===== src/rtl/axil_reg_map_v2.sv =====
// axil_reg_map_v2: AXI4-Lite slave that decodes one address segment onto a generic register-bank port
//   axilite_clk, axilite_rstb : clock, asynchronous active-low reset
//   s_axil_aw*, s_axil_w*     : write address / write data channels (one-beat holding register each)
//   s_axil_b*                 : write response (OKAY on segment hit, SLVERR on miss)
//   s_axil_ar*, s_axil_r*     : read address / read data channels (SLVERR on miss or timeout)
//   reg_wren, reg_rden        : one-cycle write strobe / read request to the register bank
//   reg_offset, reg_wdata, reg_wstrb : word-aligned byte offset, write data, byte strobes
//   reg_rdata, reg_rvalid     : bank read data, valid in the request cycle or later
module axil_reg_map_v2 #(
    parameter int ADDR_WIDTH = 32,
    parameter int DATA_WIDTH = 32,
    parameter int OFFSET_BITS = 16,
    parameter logic [ADDR_WIDTH-OFFSET_BITS-1:0] ADDR_SEGMENT = '0,
    parameter int RD_TIMEOUT = 16,
    localparam int STRB_WIDTH = DATA_WIDTH / 8
) (
    input  logic                   axilite_clk,
    input  logic                   axilite_rstb,
    input  logic [ADDR_WIDTH-1:0]  s_axil_awaddr,
    input  logic [2:0]             s_axil_awprot,
    input  logic                   s_axil_awvalid,
    output logic                   s_axil_awready,
    input  logic [DATA_WIDTH-1:0]  s_axil_wdata,
    input  logic [STRB_WIDTH-1:0]  s_axil_wstrb,
    input  logic                   s_axil_wvalid,
    output logic                   s_axil_wready,
    output logic [1:0]             s_axil_bresp,
    output logic                   s_axil_bvalid,
    input  logic                   s_axil_bready,
    input  logic [ADDR_WIDTH-1:0]  s_axil_araddr,
    input  logic [2:0]             s_axil_arprot,
    input  logic                   s_axil_arvalid,
    output logic                   s_axil_arready,
    output logic [DATA_WIDTH-1:0]  s_axil_rdata,
    output logic [1:0]             s_axil_rresp,
    output logic                   s_axil_rvalid,
    input  logic                   s_axil_rready,
    output logic                   reg_wren,
    output logic                   reg_rden,
    output logic [OFFSET_BITS-1:0] reg_offset,
    output logic [DATA_WIDTH-1:0]  reg_wdata,
    output logic [STRB_WIDTH-1:0]  reg_wstrb,
    input  logic [DATA_WIDTH-1:0]  reg_rdata,
    input  logic                   reg_rvalid
);
    localparam int ALIGN = $clog2(STRB_WIDTH);
    localparam logic [OFFSET_BITS-1:0] OFF_MASK = {{(OFFSET_BITS-ALIGN){1'b1}}, {ALIGN{1'b0}}};
    localparam logic [1:0] OKAY = 2'b00;
    localparam logic [1:0] SLVERR = 2'b10;
    localparam logic [7:0] CNT_LAST = 8'(RD_TIMEOUT - 1);

    typedef enum logic [2:0] {IDLE, WR, WRESP, RD, RWAIT, RRESP} state_t;

    state_t                  state;
    logic                    aw_held, w_held, ar_held, prio, hit;
    logic [ADDR_WIDTH-1:0]   aw_addr, ar_addr;
    logic [DATA_WIDTH-1:0]   w_data;
    logic [STRB_WIDTH-1:0]   w_strb;
    logic [7:0]              cnt;
    logic                    aw_hs, w_hs, ar_hs, aw_held_n, w_held_n, ar_held_n;
    logic                    go_wr, go_rd, aw_hit, ar_hit, rd_end, unused;
    logic [ADDR_WIDTH-1:0]   aw_a, ar_a;
    logic [DATA_WIDTH-1:0]   w_d;
    logic [STRB_WIDTH-1:0]   w_s;

    // A beat arriving this cycle counts as held, so dispatch costs no extra cycle.
    // prio=0 favours writes, prio=1 favours reads.
    always_comb begin
        unused    = ^{s_axil_awprot, s_axil_arprot};
        aw_hs     = s_axil_awvalid && s_axil_awready;
        w_hs      = s_axil_wvalid && s_axil_wready;
        ar_hs     = s_axil_arvalid && s_axil_arready;
        aw_a      = aw_held ? aw_addr : s_axil_awaddr;
        w_d       = w_held ? w_data : s_axil_wdata;
        w_s       = w_held ? w_strb : s_axil_wstrb;
        ar_a      = ar_held ? ar_addr : s_axil_araddr;
        aw_hit    = aw_a[ADDR_WIDTH-1:OFFSET_BITS] == ADDR_SEGMENT;
        ar_hit    = ar_a[ADDR_WIDTH-1:OFFSET_BITS] == ADDR_SEGMENT;
        go_wr     = state == IDLE && (aw_held || aw_hs) && (w_held || w_hs) && (!(ar_held || ar_hs) || !prio);
        go_rd     = state == IDLE && (ar_held || ar_hs) && !go_wr;
        aw_held_n = (aw_held || aw_hs) && state != WR;
        w_held_n  = (w_held || w_hs) && state != WR;
        ar_held_n = (ar_held || ar_hs) && state != RD;
        rd_end    = state == RWAIT && (reg_rvalid || cnt == CNT_LAST);
    end

    always_ff @(posedge axilite_clk or negedge axilite_rstb) begin
        if (!axilite_rstb) begin
            state          <= IDLE;
            aw_held        <= 1'b0;
            w_held         <= 1'b0;
            ar_held        <= 1'b0;
            prio           <= 1'b0;
            hit            <= 1'b0;
            aw_addr        <= '0;
            ar_addr        <= '0;
            w_data         <= '0;
            w_strb         <= '0;
            cnt            <= '0;
            s_axil_awready <= 1'b0;
            s_axil_wready  <= 1'b0;
            s_axil_arready <= 1'b0;
            s_axil_bvalid  <= 1'b0;
            s_axil_bresp   <= '0;
            s_axil_rvalid  <= 1'b0;
            s_axil_rresp   <= '0;
            s_axil_rdata   <= '0;
            reg_wren       <= 1'b0;
            reg_rden       <= 1'b0;
            reg_offset     <= '0;
            reg_wdata      <= '0;
            reg_wstrb      <= '0;
        end else begin
            aw_held        <= aw_held_n;
            w_held         <= w_held_n;
            ar_held        <= ar_held_n;
            s_axil_awready <= !aw_held_n;
            s_axil_wready  <= !w_held_n;
            s_axil_arready <= !ar_held_n;
            if (aw_hs) aw_addr <= s_axil_awaddr;
            if (w_hs) begin
                w_data <= s_axil_wdata;
                w_strb <= s_axil_wstrb;
            end
            if (ar_hs) ar_addr <= s_axil_araddr;
            reg_wren <= go_wr && aw_hit;
            reg_rden <= go_rd && ar_hit;
            if (go_wr) begin
                state      <= WR;
                prio       <= 1'b1;
                hit        <= aw_hit;
                reg_offset <= aw_a[OFFSET_BITS-1:0] & OFF_MASK;
                reg_wdata  <= w_d;
                reg_wstrb  <= w_s;
            end else if (go_rd) begin
                state      <= RD;
                prio       <= 1'b0;
                hit        <= ar_hit;
                reg_offset <= ar_a[OFFSET_BITS-1:0] & OFF_MASK;
            end
            case (state)
                WR: begin
                    s_axil_bvalid <= 1'b1;
                    s_axil_bresp  <= hit ? OKAY : SLVERR;
                    state         <= WRESP;
                end
                WRESP: if (s_axil_bready) begin
                    s_axil_bvalid <= 1'b0;
                    state         <= IDLE;
                end
                RD: begin
                    cnt <= '0;
                    if (hit && !reg_rvalid) state <= RWAIT;
                    else begin
                        s_axil_rvalid <= 1'b1;
                        s_axil_rdata  <= hit ? reg_rdata : '0;
                        s_axil_rresp  <= hit ? OKAY : SLVERR;
                        state         <= RRESP;
                    end
                end
                RWAIT: begin
                    cnt <= cnt + 8'd1;
                    if (rd_end) begin
                        s_axil_rvalid <= 1'b1;
                        s_axil_rdata  <= reg_rvalid ? reg_rdata : '0;
                        s_axil_rresp  <= reg_rvalid ? OKAY : SLVERR;
                        state         <= RRESP;
                    end
                end
                RRESP: if (s_axil_rready) begin
                    s_axil_rvalid <= 1'b0;
                    state         <= IDLE;
                end
                default: ;
            endcase
        end
    end
endmodule


===== config.mk =====
export PLATFORM = sky130hd
export DESIGN_NAME = axil_reg_map_v2
export DESIGN_NICKNAME = d
export VERILOG_FILES = /design/src/rtl/axil_reg_map_v2.sv
export SDC_FILE = /design/constraint.sdc
export NUM_CORES = 1
export LEC_CHECK = 0
export CAP_MARGIN = 20
export CORE_MARGIN = 5
export CORE_UTILIZATION = 26
export DETAILED_ROUTE_END_ITERATION = 6
export HOLD_SLACK_MARGIN = 0.02
export SLEW_MARGIN = 10
export SYNTH_ARGS = -nofsm -noshare
export SYNTH_HDL_FRONTEND = slang
export SYNTH_SLANG_ARGS = --single-unit

===== constraint.sdc =====
create_clock -name axilite_clk -period 1.7 [get_ports axilite_clk]
set_input_delay 0.34 -clock axilite_clk [delete_from_list [all_inputs] [get_ports axilite_clk]]
set_output_delay 0.34 -clock axilite_clk [all_outputs]
set_load 0.02 [all_outputs]

Word-level counts from Yosys, hierarchy flattened
Cells that the tools add are included.

Register bits: 211. Input port bits: 146. Output and inout port bits: 95. Logic and storage cells: 108.

Add/sub/neg operators: 1. Eq/ne operators: 12. Mux-type cells: 34. Reductions and logical operators: 37.

Operators by type and width (count): 32-bit two-way mux (7); 32-bit one-hot mux with 2 select lines (1); 16-bit zero test (2); 16-bit two-way mux (2); 8-bit one-hot mux with 2 select lines (1); 1-bit logical AND (15); 3-bit two-way mux (5); 3-bit one-hot mux with 5 select lines (1); 1-bit two-way mux (9); 8-bit by 1-bit adder with 8-bit output, second input constant (1); 8-bit by 4-bit == test with 1-bit output, second input constant (1); 2-bit two-way mux (4); 2-bit inequality test, second input constant (4); 1-bit zero test (7); 3-bit by 2-bit == test with 1-bit output, second input constant (2); 3-bit == test, second input constant (2); 2-bit nonzero test (3); 1-bit logical OR (5); 4-bit two-way mux (1); 2-bit one-hot mux with 2 select lines (1); 4-bit AND reduction (1); 3-bit by 1-bit == test with 1-bit output, second input constant (1); 3-bit zero test (1); 3-bit by 1-bit inequality test with 1-bit output, second input constant (1); 6 further kinds (6).

Depth between registers and ports, before layout
Word-level depth: 11. Gate-level depth with buffers: 8. Mapped depth without buffers: 6.

Least setup slack after synthesis
OpenSTA, ideal clock, no wires.

Kind: flip-flop to flip-flop. Start: register state[0]. End: register reg_offset[10]. Library setup time: 0.132 ns. Arrival: 1.743 ns. Required time: 1.568 ns. Slack: -0.175 ns. Cell stages (with the launch flop): 9. Path buffers: 3. Period minus slack after synthesis: 1.875 ns. Cell sequence: dfrtp_1 > buf_6 > or3_4 > or3_4 > and2_4 > buf_6 > buf_6 > nand2_2 > o221ai_2.

Word-level cells in the longest chain between the ends: 7. Elaborated cells on any way between the ends: 9. Those cells by class: 1 x mux; 8 x reduce/logical.

Ends and longest elaborated chain: from (decl) (line 54) `state_t state;`; from (signal assigned) (line 89) `state <= IDLE;`; from (signal assigned) (line 129) `state <= WR;`; from (signal assigned) (line 136) `state <= RD;`; 3-bit zero test * (line 79, 80); 1-bit logical AND (3 in a row) (line 79) `go_wr = state == IDLE && (aw_held || aw_hs) && (w_held || w_hs) && (!(ar_held || ar_hs) || !prio);`; 1-bit zero test (line 80) `go_rd = state == IDLE && (ar_held || ar_hs) && !go_wr;`; 1-bit logical AND (line 80); 2-bit nonzero test (no source line); to (signal assigned) (line 132) `reg_offset <= aw_a[OFFSET_BITS-1:0] & OFF_MASK;`; to (signal assigned) (line 139) `reg_offset <= ar_a[OFFSET_BITS-1:0] & OFF_MASK;`; to (decl) (line 40) `output logic [OFFSET_BITS-1:0] reg_offset,`.

Every way passes the cells marked *; elsewhere a longest branch is shown, timed or not. A chain may end at the register's enable or synchronous reset.

Worst setup path after layout
Start: register state[1]. End: register reg_offset[2].

The elaborated chain is that of the path after synthesis.

==> metrics.txt <==
Sink Count roughly 200; r2r setup slk -0.09 ns; Congestion Overflow GR 0; nets approximately 1100; CP most frequent cell or3_4; sequential cell area just over 5000 um^2; clock skew around 0.0070 ns; Buf/Inv on CP 1; Post-Syn Area per Cell between 10 and 15 um^2; Gate Count Post-Synth 657; Setup crit end reg_offset[2]; GRT Total Usage 0.125; Hold Path Class input port to async pin; register area share after synthesis 0.592; Root Buffer clkbuf_16; Fmax achieved between 500 and 600 MHz; Post-synth EDFFs 0; antenna cell count 0; detailed-route via count approximately 6200; setup_tns -2.05 ns; most frequent cells in the layout dfrtp_1 (201), clkdlybuf4s50_1 (134), mux2_2 (96); Worst setup startpoint state[1]; Power Internal around 0.0098 W; Pre-antenna DRT Iters 4; largest area contributor in the netlist dfrtp_1; Critical Path RT roughly 2.1 ns; Worst-path clk slew roughly 0.06 ns; FP Rows 66; DRC viols 0; CP Class register to register; number of global-route vias before repair approximately 6600; r2r endpoint reg_offset[2]; R2R cell count 6; first-pass GRT wire length roughly 37000 um; initial detailed-routing violation count about 160; H-tree levels 1; reg2reg start state[1]; clk buf depth 3; Die X-Extent between 150 and 200 um; layout cells sized above 1 0.344; Final Cycle Share 1.05; Yosys top cell area share 0.592; most common cell after layout, fill and taps aside dfrtp_1; Fill cells approximately 3100; maximum VDD drop roughly 0.53 mV; largest net degree at the start of global routing 42; Chip Height 192 um; Gate power share 0.149; ANT nets after route 0; failing checks setup timing; max incr delay on CP 0.42 ns; final worst setup slack -0.0862 ns; Ports ~240; placed cell count about 1300; core area ~33000 um^2; Post-synth ARST share 1.00; Psw between 0.003 and 0.004 W; Yosys warnings 0; critical path's top delay family simple AND/OR/NAND/NOR gates; DPL Wire Length 16500 um; Crit path depth 6; leak pwr 6.41 nW; clk_lat worst skew between 0.5 and 0.6 ns; # port buffers around 230; Setup crit end kind register; final wirelength about 24000 um; top_reg_cell synth dfrtp_1; Area contributors post-synth dfrtp_1 (59%), mux2_2 (13%), mux2i_1 (7.7%); worst path cell trace or3_4 -> or3_4 -> and2_4 -> buf_12 -> nand2_1 -> o221ai_2; Mapped Area about 8600 um^2; Seq cells post-synth 203; Layout area overhead 55.8%; Rel. slew slack 0.543; die area 36700 um^2; total clock buffers created by CTS 24; slowest stage cell, crit path or3_4; initial antenna violation count 0; switch share 0.243; gpl congestion ~0.75; Final Setup Violations 58; final slew viol count 0; critical path startpoint category register; DR vias/cell 4.42; clock share of power 0.397; Worst Path Max Fanout 6; sequential share of power 0.454; status complete, but fails checks; routed len/inst 17.1 um; Finished Layout Cells ~1400; Initial Util 0.264; max_cap viols 0; Final Critical Period about 1.8 ns; WP data arrival around 2.2 ns; CTS tree done; area taken by multi-input logic gates between 3000 and 4000 um^2; cell area power density just under 1000 nW/um^2; worst slew pin tran roughly 0.7 ns; RSZ-0062 raised after global routing true; synth unique cells between 40 and 50; Final Hold Fails 0
cell usage after synthesis, types with 2 or more instances:
master    instances
a21o_1            2
a21oi_1          42
a22o_1           33
buf_1             2
buf_2            13
buf_4             9
buf_6             4
clkbuf_1         17
dfrtp_1         203
inv_1             8
mux2_2           96
mux2i_1          66
nand2_1          24
nand2_2          10
nand3_1           9
nand4_1           7
nor2_1           45
nor3_1            3
nor4_1           12
o21a_1            3
o21ai_0          11
o221ai_1          4
o221ai_2         10
or2_2             2
or3_4             2
or4_1             2
area by class of cell:
class	count	area share
Timing Repair Buffer	307	0.238
Tap cell	442	0.0414
Inverter	8	0.00225
Sequential cell	203	0.380
Clock buffer	34	0.0523
Clock inverter	8	0.00674
Multi-Input combinational cell	404	0.279
registers in the layout, summed over array words and instances, names as in the netlist, 3 cells and up:
signal,count
state,3
s_axil_rdata,32
reg_wdata,32
reg_wstrb,4
reg_offset,14
aw_addr,30
ar_addr,30
w_data,32
w_strb,4
cnt,8
worst reg2reg max path: cells and delay by family (launching register included):
kind | cells | cell delay (ns)
DFF | 1 | 0.38
AOI/OAI and AO/OA | 1 | 0.08
buffers and inverters | 1 | 0.14
and+or+nand+nor | 4 | 1.06
worst min path at each step:
stage | slack, ns | depth (start not counted) | startpoint | endpoint
2_1_floorplan | 0.04 | 0 | axilite_rstb | ar_addr[10]
3_3_place_gp | 0.32 | 1 | axilite_rstb | ar_addr[19]
3_5_place_dp | 0.32 | 1 | axilite_rstb | ar_addr[19]
4_1_cts | 0.33 | 2 | axilite_rstb | ar_addr[13]
5_1_grt | 0.37 | 2 | axilite_rstb | ar_addr[19]
6_report | 0.34 | 2 | axilite_rstb | ar_addr[19]
cells by family (layout without fill, tap and decap cells):
group / after synthesis / after routing / share of synthesized area
and+or+nand+nor: 125 / 125 / 0.0726
other: 1 / 4 / 0.000437
DFF: 203 / 203 / 0.592
buffers and inverters: 53 / 357 / 0.0325
muxes: 162 / 162 / 0.203
AOI/OAI and AO/OA: 112 / 112 / 0.0979
adders and majority gates: 1 / 1 / 0.00146
per-stage QoR:
| stage | instance area (um^2) | util | hold WS (ns) | worst slack, ns | power, W |
|---|---|---|---|---|---|
| detailed placement | 11900 | 0.365 | 0.325 | -0.552 | 0.00784 |
| finish | 13400 | 0.411 | 0.344 | -0.0862 | 0.0130 |
| floorplan | 8600 | - | 0.0444 | -0.119 | 0.00699 |
| global route | 13400 | 0.411 | 0.372 | -0.146 | 0.0137 |
| CTS | 13000 | 0.399 | 0.331 | -0.0878 | 0.0131 |
| global placement | 11900 | 0.365 | 0.325 | -0.542 | 0.00777 |
per-layer routing:
| metal | wire, um | share of wire | track usage | up-vias |
|---|---|---|---|---|
| met1 | 10900 | 0.45 | 0.173 | 3081 |
| met4 | 550 | 0.023 | 0.0340 | 0 |
| met5 | 0 | 0 | 0 | - |
| met2 | 11300 | 0.47 | 0.196 | 149 |
| li1 | - | - | - | 2952 |
| met3 | 1370 | 0.057 | 0.0314 | 36 |
repair_timing:
action / in CTS / in global routing
endpoints found under the hold margin: 34 / 0
gates resized for setup: 139 / 93
pin swaps: 19 / 15
gates cloned: 5 / 3
endpoints found under the setup margin: 176 / 93
hold buffers: 1 / 0
buffers inserted: 10 / 3
power by group through the flow:
stage | clock network [W] | logic [W] | registers, W
after detailed placement | 0 | 0.00189 | 0.00595
final | 0.00515 | 0.00194 | 0.00590
after global routing | 0.00554 | 0.00213 | 0.00599
after CTS | 0.00533 | 0.00194 | 0.00587
after global placement | 0 | 0.00185 | 0.00591
after floorplan | 0 | 0.00113 | 0.00587
Power figures use the tool's default switching activity.
